<file path="src/rtl/vga_timing_gen_param.sv">
// vga_timing_gen_param
// ---------------------------------------------------------------------------
// Parametrised raster timing generator. It walks a horizontal/vertical
// counter pair through sync, back porch, active and front porch. During
// active video it pops pixels from a show-ahead FIFO. It presents a
// registered, aligned set of sync/enable/coordinate outputs and a half-width
// DDR pixel bus.
//
// Ports
//   clk            pixel clock
//   rst_n          synchronous active-low reset
//   en             raster advance enable (counters hold while low)
//   fifo_data      show-ahead FIFO head word (PIX_W)
//   fifo_empty     FIFO empty flag
//   rd_en          FIFO pop, combinational
//   hsync, vsync   registered syncs, asserted level = SYNC_POL
//   de             registered data enable
//   D              DDR pixel bus (PIX_W/2): low half while clk high,
//                  upper half while clk low
//   pix_x, pix_y   registered active-area coordinates, 0 in blanking
//   frame_start    registered one-clock pulse at raster (0,0)
//   underflow      sticky underflow flag
//   clr_underflow  clears underflow (a coincident new underflow wins)
// ---------------------------------------------------------------------------
module vga_timing_gen_param #(
   parameter int                PIX_W          = 24,
   parameter int                H_SYNC         = 96,
   parameter int                H_BP           = 48,
   parameter int                H_ACT          = 640,
   parameter int                H_FP           = 16,
   parameter int                V_SYNC         = 2,
   parameter int                V_BP           = 33,
   parameter int                V_ACT          = 480,
   parameter int                V_FP           = 10,
   parameter int                SYNC_POL       = 0,
   parameter int                STALL_ON_EMPTY = 1,
   parameter logic [PIX_W-1:0]  FILL_COLOR     = '0,
   parameter int                CNT_W          = 11
) (
   input  logic                 clk,
   input  logic                 rst_n,
   input  logic                 en,
   input  logic [PIX_W-1:0]     fifo_data,
   input  logic                 fifo_empty,
   output logic                 rd_en,
   output logic                 hsync,
   output logic                 vsync,
   output logic                 de,
   output logic [PIX_W/2-1:0]   D,
   output logic [CNT_W-1:0]     pix_x,
   output logic [CNT_W-1:0]     pix_y,
   output logic                 frame_start,
   output logic                 underflow,
   input  logic                 clr_underflow
);

   localparam int HALF        = PIX_W / 2;
   localparam int H_TOTAL     = H_SYNC + H_BP + H_ACT + H_FP;
   localparam int V_TOTAL     = V_SYNC + V_BP + V_ACT + V_FP;
   localparam int H_ACT_START = H_SYNC + H_BP;
   localparam int V_ACT_START = V_SYNC + V_BP;

   localparam logic [CNT_W-1:0] H_LAST_C  = CNT_W'(H_TOTAL - 1);
   localparam logic [CNT_W-1:0] V_LAST_C  = CNT_W'(V_TOTAL - 1);
   localparam logic [CNT_W-1:0] H_SYNC_C  = CNT_W'(H_SYNC);
   localparam logic [CNT_W-1:0] V_SYNC_C  = CNT_W'(V_SYNC);
   localparam logic [CNT_W-1:0] H_ACT_S_C = CNT_W'(H_ACT_START);
   localparam logic [CNT_W-1:0] H_ACT_E_C = CNT_W'(H_ACT_START + H_ACT - 1);
   localparam logic [CNT_W-1:0] V_ACT_S_C = CNT_W'(V_ACT_START);
   localparam logic [CNT_W-1:0] V_ACT_E_C = CNT_W'(V_ACT_START + V_ACT - 1);

   localparam logic SYNC_ON  = (SYNC_POL != 0);
   localparam logic STALL_ON = (STALL_ON_EMPTY != 0);

   logic [CNT_W-1:0] hcnt_p0;
   logic [CNT_W-1:0] vcnt_p0;
   logic             act_p0;
   logic             adv_p0;
   logic [PIX_W-1:0] pix_q;

   // ---- stage p0: raster position, region decode, advance/pop decisions ----
   always_comb begin
      act_p0 = (hcnt_p0 >= H_ACT_S_C) && (hcnt_p0 <= H_ACT_E_C) &&
               (vcnt_p0 >= V_ACT_S_C) && (vcnt_p0 <= V_ACT_E_C);
      // In stall mode only an empty FIFO during active video freezes the
      // raster; blanking keeps running so sync timing is preserved.
      adv_p0 = en && !(STALL_ON && act_p0 && fifo_empty);
   end

   assign rd_en = adv_p0 && act_p0 && !fifo_empty;

   always_ff @(posedge clk) begin
      if (!rst_n) begin
         hcnt_p0 <= '0;
         vcnt_p0 <= '0;
      end else if (adv_p0) begin
         if (hcnt_p0 == H_LAST_C) begin
            hcnt_p0 <= '0;
            vcnt_p0 <= (vcnt_p0 == V_LAST_C) ? '0 : vcnt_p0 + 1'b1;
         end else begin
            hcnt_p0 <= hcnt_p0 + 1'b1;
         end
      end
   end

   always_ff @(posedge clk) begin
      if (!rst_n) begin
         underflow <= 1'b0;
      end else if (en && act_p0 && fifo_empty) begin
         underflow <= 1'b1;
      end else if (clr_underflow) begin
         underflow <= 1'b0;
      end
   end

   // ---- stage p1: aligned output register ----
   always_ff @(posedge clk) begin
      if (!rst_n) begin
         hsync       <= !SYNC_ON;
         vsync       <= !SYNC_ON;
         de          <= 1'b0;
         pix_q       <= FILL_COLOR;
         pix_x       <= '0;
         pix_y       <= '0;
         frame_start <= 1'b0;
      end else if (adv_p0) begin
         hsync       <= (hcnt_p0 < H_SYNC_C) ~^ SYNC_ON;
         vsync       <= (vcnt_p0 < V_SYNC_C) ~^ SYNC_ON;
         de          <= act_p0;
         pix_q       <= rd_en ? fifo_data : FILL_COLOR;
         pix_x       <= act_p0 ? hcnt_p0 - H_ACT_S_C : '0;
         pix_y       <= act_p0 ? vcnt_p0 - V_ACT_S_C : '0;
         frame_start <= (hcnt_p0 == '0) && (vcnt_p0 == '0);
      end else begin
         // The strobe must not stretch across a stall.
         frame_start <= 1'b0;
      end
   end

   // DDR pixel bus: the downstream encoder latches the low half on the
   // high phase and the upper half on the low phase.
   assign D = clk ? pix_q[HALF-1:0] : pix_q[PIX_W-1:HALF];

endmodule

</file>
<file path="config.mk">
export PLATFORM = sky130hd
export DESIGN_NAME = vga_timing_gen_param
export DESIGN_NICKNAME = d
export VERILOG_FILES = /design/src/rtl/vga_timing_gen_param.sv
export SDC_FILE = /design/constraint.sdc
export NUM_CORES = 1
export LEC_CHECK = 0
export ABC_CLOCK_PERIOD_IN_PS = 2800
export CAP_MARGIN = 20
export CORE_MARGIN = 5
export CORE_UTILIZATION = 40
export DETAILED_ROUTE_END_ITERATION = 6
export PLACE_DENSITY_LB_ADDON = 0.15
export SLEW_MARGIN = 20
export SYNTH_ARGS = -nofsm -noshare
export SYNTH_HDL_FRONTEND = slang
export SYNTH_SLANG_ARGS = --single-unit
</file>
<file path="constraint.sdc">
create_clock -name clk -period 2.8 [get_ports clk]
set_input_delay 0.42 -clock clk [delete_from_list [all_inputs] [get_ports clk]]
set_output_delay 0.42 -clock clk [all_outputs]
set_load 0.05 [all_outputs]
</file>
==> flow_summary.ini <==
[status]
status = completed

[placement]
io_buffers = 68
dp_slack_ns = 0.00434
placed_area_um2 = 4590
dpl.hpwl_mm = 7.07
place_congestion = 0.883
dp_cells = 600

[global_route]
overflow = 0
grt.total_usage_pct = 19.1
grt_start_max_net_pins = 38
grt_pass1_vias = 3635
grt_pass1_wl_mm = 17.2
antenna_found_initial = 0

[logic_synthesis]
syn_avg_cell_area_um2 = 8.59
ys_ff_latch = 73
synth_top_area_cell = dfxtp_1
synthMuxAreaShare_pct = 4.17
ys_seq_area_share_pct = 39.3
ys_async_sr_fraction_pct = 0
synth_top_area_share_pct = 39.3
synth_edf_count = 0
synthAdderAreaFrac_pct = 3.03
synth_top_family_by_area = simple AND/OR/NAND/NOR gates
yosys_warnings = 0
synth-compound-area-share_pct = 21.6
synthSimpleGateAreaFrac_pct = 23.1
ys.flop_type = dfxtp_1
syn_area_um2 = 3720
synth_area_leaders = dfxtp_1 (39%), a31o_2 (5.7%), and3_1 (4.9%)
synthXorXnorAreaFrac_pct = 2.59
syn-num-nets = 471
syn_inst = 433
synthDistinctLibCells = 53

[die]
start_util_pct = 40.6
core_area_um2 = 9150
die_h_um = 106
dieArea_um2 = 11300
num_rows = 35
fp.dieW_um = 106
ios = 69

[route]
drt-initial-drc-count = 153
post_drt_wl_per_cell_um = 16.6
top_layer = met4
m1WireLength_mm = 4.77
vias = 3534
ant_nets = 0
vias_per_cell = 5.63
detail_route.first_pass.iterations = 4
met2_length_mm = 4.66
drc = 0
drt-total-wl_mm = 10.4
met3_length_um = 748

[setup_path]
path_max_fanout = 9
slowest_delay_ns = 0.41
required_ns = 2.38
crit_type = reg -> out
cp_slowest_cell = or3_1
cp_data_arrival_time_ns = 2.32
worstPathCellList = or3_1 > o31ai_2 > a32o_2 > o31ai_4 > nor2_2 > buf_6
cp-end-kind = primary output
cp-start-kind = flop

[timing]
tightestPinTransition_ns = 1.02
post-route-period-util_pct = 97.8
rsz0062_at_grt = true
fmax_mhz = 365
slew_headroom_pct = 31.9
setup_viol = 0
slew_violations = 0
clock_skew_ns = 0.0126
finalHoldViolations = 0
fin_setup_tns_ns = 0
whs_ns = 0.455
period_needed_ns = 2.74
fin_ws_ns = 0.0607

[finish]
diodes = 0
design_area_um2 = 4960
layout.cells.non_filler = 628
drive_above_1_share_pct = 24.0
utilization_pct = 54.2
nNetsFinal = 549
area_growth_pct = 33.4

[min_path]
worstHoldPathType = reg -> reg

[job]
cap_viol_max_count = 0

[pwr]
total_leakage_power_nw = 2.02
peakVddDrop_mv = 0.330
power_mw = 2.59
p_per_area_nw_per_um2 = 523

[clock_tree]
cts_tree = yes
clk_pin_slew_ns = 0.08
clk_latency_ns = 0.47
-- state kept, by name, indices dropped and copies added (netlist names) --
signal / cells
hcnt_p0: 11
vcnt_p0: 11
pix_y: 11
frame_start: 1
de: 1
pix_q: 24
underflow: 1
vsync: 1
hsync: 1
pix_x: 11
-- critical path, delay by kind of cell (launching register included) --
family	cells	cell delay (ns)
compound gates	3	0.74
simple gates	2	0.56
flops	1	0.39
buf+inv	1	0.17
-- metal layers --
layer	vias to the layer above	GRT usage, %
met5	-	0
met4	0	12.1
met3	23	6.74
met2	113	28.1
met1	1660	23.5
li1	1738	-
-- final cells by class --
type	count	area [um2]
Fill cell	845	4190
Inverter	17	63.8
Clock buffer	30	343
Sequential cell	73	1470
Tap cell	111	139
Multi-Input combinational cell	306	2090
Clock inverter	6	67.6
Timing Repair Buffer	85	792
-- cells by family (layout without fill, tap and decap cells) --
group,count (synthesis),in the layout
AND/OR/NAND/NOR,165,165
AO/OA/AOI/OAI,107,107
buffers and inverters,54,138
XOR/XNOR,11,11
multiplexers,14,14
flip-flops,73,73
adder cells (fa/ha/maj),9,9
-- what timing repair did --
item	in CTS	in global routing
hold buffers	0	0
pin swaps	5	2
hold endpoints to repair	0	0
resized for setup	68	6
buffers inserted	4	0
endpoints found under the setup margin	13	2
-- layout by cell type (no fill, tap or decap), types with 3 or more instances in the layout --
cell and count:
buf_2 12, or4_1 3, buf_4 28, and3_1 29, nor4_1 3, mux2_2 12, clkbuf_8 13, nand3_1 31
nand4_1 12, xor2_1 3, nand2b_1 3, dfxtp_1 67, clkbuf_16 4, ha_1 9, a21o_1 4, xnor2_1 8
nor3_1 4, o21ai_0 11, and4_1 3, dfxtp_2 5, a211o_1 4, inv_1 17, o41ai_1 3, a21oi_1 25
nand2_1 38, nor2_1 19, and2_1 3, or3_1 6, clkdlybuf4s50_1 55, o31ai_1 13, o21a_1 3, a31o_2 24
-- power breakdown --
part / switching, mW / total (mW) / internal [mW]
sequential: 0.00601 / 1.05 / 1.04
clock: 0.564 / 1.39 / 0.831
combinational: 0.0858 / 0.150 / 0.0638
-- path summary, 6_finish.rpt --
path / startpoint / end / slack (ns) / cells after the start
max: vcnt_p0[3]$_SDFFE_PN0P_ / rd_en / 0.06 / 6
min: pix_x[2]$_SDFFE_PN0N_ / pix_x[2]$_SDFFE_PN0N_ / 0.45 / 2
max reg2reg: vcnt_p0[3]$_SDFFE_PN0P_ / pix_y[5]$_SDFFE_PN0N_ / 0.16 / 8
min reg2reg: pix_x[2]$_SDFFE_PN0N_ / pix_x[2]$_SDFFE_PN0N_ / 0.45 / 2
-- cells in the mapped netlist (4+ instances only) --
master,n
a21o_1,4
or3_1,7
and3_1,29
a211o_1,4
buf_4,6
o31ai_1,13
a21oi_1,25
a31o_2,24
ha_1,9
buf_2,6
inv_1,17
nand4_1,12
nand3_1,31
nand2_1,38
clkbuf_1,23
dfxtp_1,73
nor2_1,20
o21ai_0,11
nor3_1,6
xnor2_1,8
mux2_2,12
Power figures use the tool's default switching activity.
